===== src/rtl/branch_pkg.sv =====
// Shared definitions for the branch/jump PC sequencer: op codes, FSM states
// and the displacement sign-extension helper.
package branch_pkg;

    localparam int DEFAULT_OFFSET_W = 19;

    typedef enum logic [1:0] {
        OP_BR  = 2'b00,
        OP_JR  = 2'b01,
        OP_JAL = 2'b10,
        OP_RSV = 2'b11
    } op_e;

    typedef enum logic [1:0] {
        IDLE,
        CON_REQ,
        CON_WAIT,
        EVAL
    } state_e;

    // Sign-extend the low 'width' bits of raw to 32 bits; width is a
    // constant at every call site, so this reduces to plain wiring.
    function automatic logic [31:0] sign_ext(input logic [31:0] raw, input int width);
        logic signed [31:0] tmp;
        tmp = $signed(raw << (32 - width));
        return $unsigned(tmp >>> (32 - width));
    endfunction

endpackage


===== src/rtl/branch_pc_unit_pc_reg.sv =====
// 32-bit program counter register with load and increment controls.
module pc_reg #(
    parameter logic [31:0] RESET_PC = 32'h0000_0000
) (
    input  logic        clk,
    input  logic        clr_n,
    input  logic        inc_en,
    input  logic        load_en,
    input  logic [31:0] load_val,
    output logic [31:0] pc
);

    // A load wins over an increment so jumps override a concurrent fetch.
    always_ff @(posedge clk) begin
        if (!clr_n) begin
            pc <= RESET_PC;
        end else if (load_en) begin
            pc <= load_val;
        end else if (inc_en) begin
            pc <= pc + 32'd1;
        end
    end

endmodule


===== src/rtl/branch_pc_unit.sv =====
// Program counter owner and branch/jump sequencer; talks to the CON
// condition flip-flop for conditional branches.
module branch_pc_unit
    import branch_pkg::*;
#(
    parameter logic [31:0] RESET_PC = 32'h0000_0000,
    parameter int          OFFSET_W = DEFAULT_OFFSET_W
) (
    input  logic        clk,
    input  logic        clr_n,
    input  logic        fetch_inc,
    input  logic        start,
    input  logic [1:0]  op,
    input  logic [31:0] ir,
    input  logic [31:0] ra_value,
    input  logic        con_in,
    output logic        con_load,
    output logic [31:0] pc,
    output logic        link_we,
    output logic [31:0] link_data,
    output logic        busy,
    output logic        done,
    output logic        taken,
    output logic        illegal
);

    state_e      state;
    state_e      state_next;
    logic [31:0] off_q;
    logic [31:0] off_next;
    logic        pc_inc;
    logic        pc_load;
    logic [31:0] pc_load_val;
    logic [31:0] pc_plus1;
    logic        con_load_next;
    logic        link_we_next;
    logic [31:0] link_data_next;
    logic        done_next;
    logic        taken_next;
    logic        illegal_next;

    assign pc_plus1 = pc + 32'd1;
    assign busy     = (state != IDLE);

    pc_reg #(
        .RESET_PC(RESET_PC)
    ) u_pc_reg (
        .clk      (clk),
        .clr_n    (clr_n),
        .inc_en   (pc_inc),
        .load_en  (pc_load),
        .load_val (pc_load_val),
        .pc       (pc)
    );

    // State register.
    always_ff @(posedge clk) begin
        if (!clr_n) begin
            state <= IDLE;
        end else begin
            state <= state_next;
        end
    end

    // Next-state, PC control and next values of the registered strobes.
    always_comb begin
        state_next     = state;
        off_next       = off_q;
        pc_inc         = 1'b0;
        pc_load        = 1'b0;
        pc_load_val    = pc;
        con_load_next  = 1'b0;
        link_we_next   = 1'b0;
        link_data_next = link_data;
        done_next      = 1'b0;
        taken_next     = 1'b0;
        illegal_next   = 1'b0;
        case (state)
            IDLE: begin
                pc_inc = fetch_inc;
                if (start) begin
                    case (op)
                        OP_BR: begin
                            off_next      = sign_ext(ir, OFFSET_W);
                            con_load_next = 1'b1;
                            state_next    = CON_REQ;
                        end
                        OP_JR: begin
                            pc_load     = 1'b1;
                            pc_load_val = ra_value;
                            done_next   = 1'b1;
                            taken_next  = 1'b1;
                        end
                        OP_JAL: begin
                            pc_load        = 1'b1;
                            pc_load_val    = ra_value;
                            link_we_next   = 1'b1;
                            link_data_next = fetch_inc ? pc_plus1 : pc;
                            done_next      = 1'b1;
                            taken_next     = 1'b1;
                        end
                        default: begin
                            illegal_next = 1'b1;
                        end
                    endcase
                end
            end
            CON_REQ: begin
                state_next = CON_WAIT;
            end
            CON_WAIT: begin
                state_next = EVAL;
            end
            EVAL: begin
                if (con_in) begin
                    pc_load     = 1'b1;
                    pc_load_val = pc + off_q;
                    taken_next  = 1'b1;
                end
                done_next  = 1'b1;
                state_next = IDLE;
            end
            default: begin
                state_next = IDLE;
            end
        endcase
    end

    // Registered one-cycle strobes, link value and latched branch offset.
    always_ff @(posedge clk) begin
        if (!clr_n) begin
            off_q     <= 32'd0;
            con_load  <= 1'b0;
            link_we   <= 1'b0;
            link_data <= 32'd0;
            done      <= 1'b0;
            taken     <= 1'b0;
            illegal   <= 1'b0;
        end else begin
            off_q     <= off_next;
            con_load  <= con_load_next;
            link_we   <= link_we_next;
            link_data <= link_data_next;
            done      <= done_next;
            taken     <= taken_next;
            illegal   <= illegal_next;
        end
    end

endmodule

===== config.mk =====
export PLATFORM = sky130hd
export DESIGN_NAME = branch_pc_unit
export DESIGN_NICKNAME = d
export VERILOG_FILES = /design/src/rtl/branch_pkg.sv /design/src/rtl/branch_pc_unit_pc_reg.sv /design/src/rtl/branch_pc_unit.sv
export SDC_FILE = /design/constraint.sdc
export NUM_CORES = 1
export LEC_CHECK = 0
export BUFFER_PORTS_ARGS = -buffer_cell sky130_fd_sc_hd__buf_2
export CAP_MARGIN = 40
export CORE_AREA = 8 8 125 127
export CTS_CLUSTER_SIZE = 24
export DETAILED_ROUTE_END_ITERATION = 8
export DIE_AREA = 0 0 133 135
export PLACE_DENSITY = 0.76
export RECOVER_POWER = 25
export SLEW_MARGIN = 20
export SYNTH_ARGS = -nofsm -noshare
export SYNTH_HDL_FRONTEND = slang
export SYNTH_SLANG_ARGS = --single-unit
export TNS_END_PERCENT = 100

===== constraint.sdc =====
create_clock -name clk -period 2.65 [get_ports clk]
set_clock_uncertainty 0.15 [all_clocks]
set_input_delay 0.3975 -clock clk [delete_from_list [all_inputs] [get_ports clk]]
set_output_delay 0.3975 -clock clk [all_outputs]
set_load 0.05 [all_outputs]

==> qor.yml <==
floorplan:
  die_h_um: 135
  chipWidth_um: 133
  core_area_um2: 13600
  top_level_ports: 141
  initial_core_util_pct: 48.7
  rows: 43
  die_area_um2: 18000
run:
  maxCapViolCount: 0
clock_tree:
  postCtsHoldBufs: 0
  numCtsBuffers: 9
  tritoncts: "built"
  clkLatencyLatePin_ns: 0.36
  root_buffer: "clkbuf_16"
  cts_sinks: 90
  htreeDepth: 3
  path_clk_slew_ns: 0.07
  clockBufferDepth: 2
sta:
  min_period_over_period_pct: 106
  slew_viol_final: 0
  relSlewSlack_pct: 57.5
  timing.final.ws_setup_ns: -0.157
  timing.fmax_ghz: 0.356
  period_needed_ns: 2.81
  max_slew.worst_pin.slew_ns: 0.640
  rsz0062_at_grt: "yes"
  hold_viol: 0
  setup_viol: 11
  tns_ns: -0.784
cells_and_area:
  diodes: 0
  fillers: 1152
  drive_gt1_share_pct: 31.0
  nNetsFinal: 1190
  area_growth_pct: 33.8
  fin_cells: 1264
power_and_ir_drop:
  combinationalPowerShare_pct: 53.7
  vdd_drop_max_v: 0.000375
  p_per_area_nw_per_um2: 747
  p_int_mw: 3.57
  swShare_pct: 46.1
  leakagePower_nw: 3.72
  seq_power_share_pct: 26.6
  finalPower_mw: 6.63
  clock_power_share_pct: 19.7
  switchingPower_mw: 3.06
critical_path:
  required_ns: 2.75
  crit_fanout: 3
  worstPathArrival_ns: 2.90
  crit_path_start_kind: "flip-flop"
  end_kind: "flip-flop"
  path_class: "reg2reg"
route:
  ant_nets: 0
  vias: 7678
  wl_um: 24200
  drt_iter0_drc: 938
  vias_per_cell: 6.07
  drtPass1Iterations: 7
  drcViolationCount: 0
  wl_per_cell_um: 19.1
global_route:
  grt_usage_pct: 24.6
  grt_pass1_wl_um: 35500
  grt_max_degree: 66
  grt_pass1_vias: 6761
  overflow: 0
  antenna_found_initial: 0
hold_path:
  hp-class: "in2reg"
synth:
  synth-main-ff-cell: "dfxtp_1"
  yosysWarnings: 0
  synth-seq-area-share_pct: 27.2
  synth_fa_ha_area_share_pct: 7.66
  synthArstFlopShare_pct: 0
  netlist_area_um2: 6630
  synthMuxAreaShare_pct: 2.13
  synth_top_family_by_area: "compound AO/OA/AOI/OAI gates"
  syn_avg_cell_area_um2: 7.61
  synth-simple-area-share_pct: 22.4
  synth_top_area_share_pct: 27.2
  synth_edf_count: 0
  synth_area_leaders: "dfxtp_1 27%, ha_1 7.4%, a21oi_1 6.3%"
  synth_top_cell_by_area: "dfxtp_1"
  synthXorXnorAreaFrac_pct: 7.00
  synthCells: 871
  synth_compound_area_share_pct: 28.7
  synth_seq_cells: 90
  synth_nets: 982
  synth.distinct_cells: 80
place:
  dpl.hpwl_um: 17300
  gp_congestion: 0.993
  dp_cells: 1236
  port_buffers: 127
outcome:
  failed_checks: "setup timing"
  status: "finished with violations"
worst max-delay path, stage by stage (launching register included):
cell	delay [ns]
dfxtp_4	0.35
ha_4	0.17
fa_2	0.35
a211oi_2	0.24
nor2_1	0.12
o211ai_1	0.19
buf_4	0.16
a31oi_4	0.12
a211oi_2	0.29
nor3_2	0.10
and4bb_1	0.23
o31a_1	0.23
Yosys cell counts, types with 13 or more instances:
cell and number:
a211oi_1 45, a21oi_1 83, a31oi_1 16, and3_1 17, clkbuf_1 38, dfxtp_1 90
ha_1 39, inv_1 15, mux2i_1 13, nand2_1 107, nand3_1 15, nand4_1 16
nor2_1 86, nor3_1 18, o21ai_0 55, xor2_1 41
stage by stage:
step | hold slack (ns) | util [%] | cell area, um^2 | setup slack, ns
finish | 0.113 | 65.2 | 8870 | -0.157
global route | 0.130 | 65.2 | 8870 | -0.253
CTS | 0.113 | 63.7 | 8670 | -0.104
detailed placement | 0.307 | 60.5 | 8230 | -0.158
global placement | 0.300 | 60.5 | 8230 | -0.0949
floorplan | 0.290 | - | 6730 | -0.0884
layer usage:
| layer | global-route usage [%] | vias to the layer above | routed length (um) |
|---|---|---|---|
| met5 | 0 | - | 0 |
| met4 | 10.2 | 0 | 950 |
| met3 | 4.68 | 89 | 2290 |
| met2 | 38.5 | 466 | 10600 |
| met1 | 32.4 | 3521 | 10300 |
| li1 | - | 3602 | - |
final timing paths:
path	start	to	slack (ns)	cells past startpoint
worst max-delay path	u_pc_reg.pc[0]	u_pc_reg.pc[28]	-0.16	11
worst min-delay path	ir[18]	off_q[18]	0.11	3
worst min register to register	off_q[15]	off_q[15]	0.32	2
worst max register to register	u_pc_reg.pc[0]	u_pc_reg.pc[28]	-0.16	11
power by group through the flow:
stage | clock [mW] | combinational [mW] | sequential [mW]
5_1_grt | 1.38 | 3.78 | 1.78
2_1_floorplan | 0 | 1.59 | 2.39
3_5_place_dp | 0 | 3.39 | 1.77
6_report | 1.31 | 3.56 | 1.76
3_3_place_gp | 0 | 3.32 | 1.76
4_1_cts | 1.31 | 3.42 | 1.74
timing repair:
item,CTS,global route
setup buffers,10,4
resized for setup,17,53
pin swaps,21,29
setup endpoints to repair,10,29
final cells by class:
cell class / instances / area, um^2 / share of cell area (%)
inverter: 16 / 60.1 / 0.677
clock buffer: 13 / 250 / 2.82
multi-input combinational: 704 / 4830 / 54.4
tap: 180 / 225 / 2.54
timing repair buffer: 258 / 1620 / 18.2
clock inverter: 3 / 40.0 / 0.451
sequential: 90 / 1850 / 20.9
cell usage in the layout (no fill, tap or decap), types with 25 or more instances in the layout:
master	synthesis	routed
ha_1	39	32
clkbuf_1	38	37
dfxtp_1	90	60
xor2_1	41	40
a211oi_1	45	40
nor2_1	86	84
buf_4	1	121
buf_2	12	94
a21oi_1	83	77
nand2_1	107	104
o21ai_0	55	46
dfxtp_2	0	25
logic make-up (layout without fill, tap and decap cells):
kind of cell / count (synthesis) / after routing
DFF: 90 / 90
AOI/OAI and AO/OA: 291 / 291
muxes: 14 / 14
xor gates and xnor gates: 53 / 53
buffers and inverters: 77 / 290
and+or+nand+nor: 306 / 306
adders and majority gates: 40 / 40
Note: power is estimated with default switching activity, not from simulation.
